**src/rtl/pipe_result_collector_pkg.sv**
```systemverilog
`default_nettype none
// ============================================================================
// pipe_result_collector_pkg : shared widths, pipeline latency, clog2 helper
// Rev 1.0
// ============================================================================
package pipe_result_collector_pkg;

  localparam int c_DATA_WIDTH   = 8;
  // Register count of the extracted i -> r0 -> r1 -> o pipeline.
  localparam int c_PIPE_LATENCY = 2;

  function automatic int clog2(input int value);
    int r;
    r = 0;
    while ((1 << r) < value) r++;
    return r;
  endfunction

endpackage
`default_nettype wire

```
**src/rtl/pipe_result_collector_if.sv**
```systemverilog
`default_nettype none
// ============================================================================
// pipe_result_collector_if : upstream sideband, result word and consumer port
// Rev 1.0
// ============================================================================
interface pipe_result_collector_if #(
  parameter int DATA_WIDTH = 8,
  parameter int CNT_WIDTH  = 8
) ();

  logic                  in_vld;
  logic [DATA_WIDTH-1:0] din;
  logic [DATA_WIDTH-1:0] dout;
  logic                  dout_vld;
  logic                  dout_rd;
  logic                  full;
  logic [CNT_WIDTH-1:0]  drop_cnt;

  modport master (
    output in_vld, din, dout_rd,
    input  dout, dout_vld, full, drop_cnt
  );

  modport slave (
    input  in_vld, din, dout_rd,
    output dout, dout_vld, full, drop_cnt
  );

endinterface
`default_nettype wire

```
**src/rtl/pipe_result_fifo.sv**
```systemverilog
`default_nettype none
// ============================================================================
// pipe_result_fifo : DEPTH x DATA_WIDTH first-word-fall-through FIFO
// Rev 1.0
// ============================================================================
module pipe_result_fifo
  import pipe_result_collector_pkg::*;
#(
  parameter int DATA_WIDTH = c_DATA_WIDTH,
  parameter int DEPTH      = 4
) (
  input  logic                    clk,
  input  logic                    rst_n,
  input  logic                    push,
  input  logic                    pop,
  input  logic [DATA_WIDTH-1:0]   din,
  output logic [DATA_WIDTH-1:0]   dout,
  output logic [clog2(DEPTH):0]   occ,
  output logic                    full
);

  localparam int                c_PTR_W    = clog2(DEPTH);
  localparam logic [c_PTR_W:0]  c_FULL_OCC = (c_PTR_W + 1)'(DEPTH);

  logic [DATA_WIDTH-1:0] r_mem [DEPTH];
  logic [c_PTR_W-1:0]    r_wr_ptr;
  logic [c_PTR_W-1:0]    r_rd_ptr;
  logic [c_PTR_W:0]      r_occ;

  // The caller guarantees push only when not full (or with a pop) and pop only when non-empty.
  always_ff @(posedge clk or negedge rst_n) begin
    if (!rst_n) begin
      for (int i = 0; i < DEPTH; i++) r_mem[i] <= '0;
      r_wr_ptr <= '0;
      r_rd_ptr <= '0;
      r_occ    <= '0;
    end else begin
      if (push) begin
        r_mem[r_wr_ptr] <= din;
        r_wr_ptr        <= r_wr_ptr + 1'b1;
      end
      if (pop) r_rd_ptr <= r_rd_ptr + 1'b1;
      case ({push, pop})
        2'b10:   r_occ <= r_occ + 1'b1;
        2'b01:   r_occ <= r_occ - 1'b1;
        default: r_occ <= r_occ;
      endcase
    end
  end

  assign dout = r_mem[r_rd_ptr];
  assign occ  = r_occ;
  assign full = (r_occ == c_FULL_OCC);

endmodule
`default_nettype wire

```
**src/rtl/pipe_result_collector.sv**
```systemverilog
`default_nettype none
// ============================================================================
// pipe_result_collector : aligns in_vld with pipeline results, queues them, counts drops
// Rev 1.0
// ============================================================================
module pipe_result_collector
  import pipe_result_collector_pkg::*;
#(
  parameter int DATA_WIDTH   = c_DATA_WIDTH,
  parameter int PIPE_LATENCY = c_PIPE_LATENCY,
  parameter int DEPTH        = 4,
  parameter int CNT_WIDTH    = 8
) (
  input  logic                     clk,
  input  logic                     rst_n,
  pipe_result_collector_if.slave   bus
);

  localparam int c_OCC_W = clog2(DEPTH) + 1;

  logic [PIPE_LATENCY-1:0] r_vld_dly;
  logic [CNT_WIDTH-1:0]    r_drop_cnt;
  logic [c_OCC_W-1:0]      w_occ;
  logic [DATA_WIDTH-1:0]   w_dout;
  logic                    w_full;
  logic                    w_vld;
  logic                    w_match;
  logic                    w_pop;
  logic                    w_push;
  logic                    w_drop;

  generate
    if (PIPE_LATENCY == 1) begin : g_dly_single
      always_ff @(posedge clk or negedge rst_n) begin
        if (!rst_n) r_vld_dly <= '0;
        else        r_vld_dly <= bus.in_vld;
      end
    end else begin : g_dly_shift
      always_ff @(posedge clk or negedge rst_n) begin
        if (!rst_n) r_vld_dly <= '0;
        else        r_vld_dly <= {r_vld_dly[PIPE_LATENCY-2:0], bus.in_vld};
      end
    end
  endgenerate

  assign w_match = r_vld_dly[PIPE_LATENCY-1];
  assign w_vld   = (w_occ != '0);
  assign w_pop   = w_vld & bus.dout_rd;
  // A pop frees the head slot in the same cycle, so a full FIFO can still take the word.
  assign w_push  = w_match & (~w_full | w_pop);
  assign w_drop  = w_match & w_full & ~w_pop;

  always_ff @(posedge clk or negedge rst_n) begin
    if (!rst_n)                            r_drop_cnt <= '0;
    else if (w_drop && (r_drop_cnt != '1)) r_drop_cnt <= r_drop_cnt + 1'b1;
  end

  pipe_result_fifo #(
    .DATA_WIDTH (DATA_WIDTH),
    .DEPTH      (DEPTH)
  ) u_fifo (
    .clk   (clk),
    .rst_n (rst_n),
    .push  (w_push),
    .pop   (w_pop),
    .din   (bus.din),
    .dout  (w_dout),
    .occ   (w_occ),
    .full  (w_full)
  );

  assign bus.dout     = w_dout;
  assign bus.dout_vld = w_vld;
  assign bus.full     = w_full;
  assign bus.drop_cnt = r_drop_cnt;

endmodule
`default_nettype wire

```
**src/flat_wrapper.sv**
```systemverilog
// flat-port wrapper written by rule: the top's interface ports become plain ports
module pipe_result_collector_flat import pipe_result_collector_pkg::*;
#(
  parameter int DATA_WIDTH   = c_DATA_WIDTH,
  parameter int PIPE_LATENCY = c_PIPE_LATENCY,
  parameter int DEPTH        = 4,
  parameter int CNT_WIDTH    = 8
)
  (clk, rst_n, bus_in_vld, bus_din, bus_dout_rd, bus_dout, bus_dout_vld, bus_full, bus_drop_cnt);
  pipe_result_collector_if #(.DATA_WIDTH(DATA_WIDTH), .CNT_WIDTH(CNT_WIDTH)) bus_i ();
  input  logic clk;
  input  logic rst_n;
  input wire logic [$bits(bus_i.in_vld)-1:0] bus_in_vld;
  input wire logic [$bits(bus_i.din)-1:0] bus_din;
  input wire logic [$bits(bus_i.dout_rd)-1:0] bus_dout_rd;
  output wire logic [$bits(bus_i.dout)-1:0] bus_dout;
  output wire logic [$bits(bus_i.dout_vld)-1:0] bus_dout_vld;
  output wire logic [$bits(bus_i.full)-1:0] bus_full;
  output wire logic [$bits(bus_i.drop_cnt)-1:0] bus_drop_cnt;
  assign bus_i.in_vld = bus_in_vld;
  assign bus_i.din = bus_din;
  assign bus_i.dout_rd = bus_dout_rd;
  assign bus_dout = bus_i.dout;
  assign bus_dout_vld = bus_i.dout_vld;
  assign bus_full = bus_i.full;
  assign bus_drop_cnt = bus_i.drop_cnt;
  pipe_result_collector #(.DATA_WIDTH(DATA_WIDTH), .PIPE_LATENCY(PIPE_LATENCY), .DEPTH(DEPTH), .CNT_WIDTH(CNT_WIDTH)) u_core (.clk(clk), .rst_n(rst_n), .bus(bus_i));
endmodule
```
**config.mk**
```make
export PLATFORM = sky130hd
export DESIGN_NAME = pipe_result_collector_flat
export DESIGN_NICKNAME = d
export VERILOG_FILES = /design/src/rtl/pipe_result_collector_pkg.sv /design/src/rtl/pipe_result_collector_if.sv /design/src/rtl/pipe_result_fifo.sv /design/src/rtl/pipe_result_collector.sv /design/src/flat_wrapper.sv
export SDC_FILE = /design/constraint.sdc
export NUM_CORES = 1
export LEC_CHECK = 0
export ABC_AREA = 1
export ABC_CLOCK_PERIOD_IN_PS = 5200
export BUFFER_PORTS_ARGS = -buffer_cell sky130_fd_sc_hd__buf_2
export CAP_MARGIN = 25
export CORE_ASPECT_RATIO = 0.75
export CORE_MARGIN = 2
export CORE_UTILIZATION = 40
export CTS_BUF_LIST = sky130_fd_sc_hd__clkbuf_8
export CTS_CLUSTER_SIZE = 30
export DETAILED_ROUTE_END_ITERATION = 12
export GPL_TIMING_DRIVEN = 0
export HOLD_SLACK_MARGIN = 0.03
export MAX_ROUTING_LAYER = met4
export SETUP_SLACK_MARGIN = 0.15
export SLEW_MARGIN = 30
export SYNTH_ARGS = -nofsm -noshare
export SYNTH_HDL_FRONTEND = slang
export SYNTH_SLANG_ARGS = --single-unit
export TNS_END_PERCENT = 50
```
**constraint.sdc**
```tcl
create_clock -name clk -period 5.2 [get_ports clk]
set_input_delay 0.26 -clock clk [delete_from_list [all_inputs] [get_ports clk]]
set_output_delay 0.26 -clock clk [all_outputs]
set_load 0.1 [all_outputs]
```
==> results.md <==
* Vias at 1836
* Status: complete, no violations
* Final Hold Vio Count at 0
* GRT Resource Usage Total at 18.68%
* Die height at 69.88 um
* Clock Pin Slew Worst Setup and Hold Paths at 0.09 ns
* Final Wtd Congestion at 0.8158
* GRT overflow at 0
* Final Cycle Share at a little under half
* Largest net degree at the start of global routing at 50
* Syn Nets at between 200 and 300
* Starting Density at 42.33%
* WP data required at 4.94 ns
* Layout cells sized above 1 at 13.83%
* Crit-path slowest cell: buf_2
* Final slew viol count at 0
* Mapped cell area at 0.002315 sq mm
* Row Count at 23
* # port buffers at 29
* Final #Nets at 330
* Vias in the first global route at roughly 1800
* Most frequent cells in the layout: 79 x nand2_1, 49 x o21ai_0, 49 x dfrtp_1
* Crit path capture type: output pin
* Critical path's most frequent cell: buf_2
* Clk sink count at 49
* Syn_area_per_cell at 8.448 sq um
* RSZ-0062 raised after global routing: no
* Synth cell types at 19
* # setup viols final at 0
* Initial antenna violation count at 0
* CTS tree: built
* Initial drt markers at 95
* P&R area growth vs syn at 15.35%
* Clock latency on the worst-skew pair at approximately 0.3 ns
* Fmax at 422.8 MHz
* Post-route DRC at 0
* Worst Tran Pin Value at 0.6321 ns
* Setup_tns at 0 ns
* Final Cell Area at 0.002670 sq mm
* Root Driver: clkbuf_8
* CTS max path bufs at 2
* Sequential share of the synthesized area at 52.97%
* CTS H-tree lvls at 2
* First-pass GRT wire length at 9.052 mm
* Largest delay contributor family on the critical path: buffers and inverters
* Placed cell area at 0.002556 sq mm
* Fillers at 555
* CP Data Arrival Time at 2.10 ns
* Fin Clk Skew at 0.007605 ns
* Chip width at between 90 and 100 um
* Yosys warning count at 0
* Post-layout min period at 2.365 ns
* WL final at about 5.2 mm
* Buf/Inv on CP at 4
* Half-perimeter wire length after placement at between 3 and 4 mm
* Worst-path maximum fanout at 10
* Cells after Synth at ~270
* Seq cells post-synth at 49
* Slew HR at 57.86%
* Wirelength per Cell at between 10 and 15 um
* Worst path cell trace: buf_2 > inv_1 > buf_2 > nor2_1 > o22ai_1 > buf_2
* Total CTS buffers at 5
* Final Util at roughly half
* Critical Path Start Type: register
* Antenna-violating nets left at 0
* Max incr delay on CP at 0.46 ns
* DIE AREA at 0.006418 sq mm
* Ports at 30
* Core area at roughly 0.0055 sq mm
* WS Path Type: register to output pin
* Most common cell after layout, fill and taps aside: nand2_1
* CTS resizes at 0
* Pre-Repair DR Iteration Count at 4
* MaxCap Viol Count at 0
* Antenna diodes at 0
* DR vias/cell at 4.756
* Min-Delay Path Class: input pin to register
* Post-CTS setup buffer count at 0
[state kept, by name (all words and copies together) (netlist names)]
| name | flops |
|---|---|
| u_core.u_fifo.r_mem | 32 |
| u_core.bus.drop_cnt | 8 |
| u_core.u_fifo.r_rd_ptr | 2 |
| u_core.r_vld_dly | 2 |
| u_core.u_fifo.r_wr_ptr | 2 |
| u_core.u_fifo.occ | 3 |
[logic make-up (layout without fill, tap and decap cells)]
logic type	after synthesis	after routing	share of synthesized area (%)
simple gates	118	118	20.05
compound gates	61	61	13.62
flops	49	49	52.97
buf+inv	32	69	6.594
fa+ha+maj	7	7	4.108
xor+xnor	7	7	2.649
[final timing paths]
path                                           startpoint                       to  slack [ns]  cells past startpoint
worst max-delay path            u_core.u_fifo.r_rd_ptr[0]              bus_dout[0]        2.84                      6
worst min-delay path                           bus_in_vld      u_core.r_vld_dly[0]        0.05                      1
worst max register to register       u_core.u_fifo.occ[0]     u_core.u_fifo.occ[2]        3.08                     10
worst min register to register        u_core.r_vld_dly[0]      u_core.r_vld_dly[1]        0.36                      0
max in group asynchronous                           rst_n  u_core.u_fifo.r_mem[30]        4.27                      2
min in group asynchronous                           rst_n     u_core.u_fifo.occ[0]        0.51                      2
[routing by layer]
metal  vias up  track usage [%]  part of all wire (%)
li1        955                -                     -
met1       840            27.75                    55
met2        33            25.74                    39
met3         8            3.991                   3.7
met4         0            5.473                   1.5
met5         -                -                     0
[worst reg2reg max path: cells and delay by family (launching register included)]
family	cells	cell delay (ns)
buf+inv	1	0.07
flops	1	0.42
simple gates	6	0.85
fa+ha+maj	2	0.55
xor+xnor	1	0.15
[cell type report]
type | count | area, sq um | area share (%)
clock inverters | 2 | 35.03 | 1.312
plain buffers | 7 | 58.81 | 2.202
multi-input cells | 193 | 935.9 | 35.05
well taps | 75 | 93.84 | 3.515
repair buffers | 30 | 157.7 | 5.904
flip-flops and latches | 49 | 1226 | 45.92
clock buffers | 5 | 68.82 | 2.577
inverters | 25 | 93.84 | 3.515
[cells in the mapped netlist]
| library cell | n | area share (%) |
|---|---|---|
| a21oi_1 | 1 | 0.22 |
| buf_2 | 2 | 0.43 |
| buf_6 | 4 | 1.9 |
| clkbuf_1 | 1 | 0.16 |
| dfrtp_1 | 49 | 53 |
| fa_1 | 1 | 0.86 |
| ha_1 | 6 | 3.2 |
| inv_1 | 25 | 4.1 |
| nand2_1 | 79 | 13 |
| nand3_1 | 9 | 1.9 |
| nand3_2 | 1 | 0.43 |
| nand4_1 | 1 | 0.27 |
| nor2_1 | 27 | 4.4 |
| nor3_1 | 1 | 0.22 |
| o21ai_0 | 49 | 11 |
| o21ai_1 | 3 | 0.65 |
| o22ai_1 | 8 | 2.2 |
| xnor2_1 | 3 | 1.1 |
| xor2_1 | 4 | 1.5 |
[stage by stage]
step,setup WS [ns],hold WS [ns],instances
6_report,2.835,0.05279,386
5_1_grt,2.692,0.03687,386
4_1_cts,2.816,0.04786,386
3_5_place_dp,3.141,0.3314,378
3_3_place_gp,3.149,0.3345,378
2_1_floorplan,2.462,-0.03559,274
[repair_timing]
item                       in CTS  in global routing
hold endpoints to repair       49                  0
setup endpoints to repair       0                  0
hold buffers                    1                  0
Power is not shown: default switching activity piles up to over one toggle a cycle in this logic, so the estimate is an artifact.
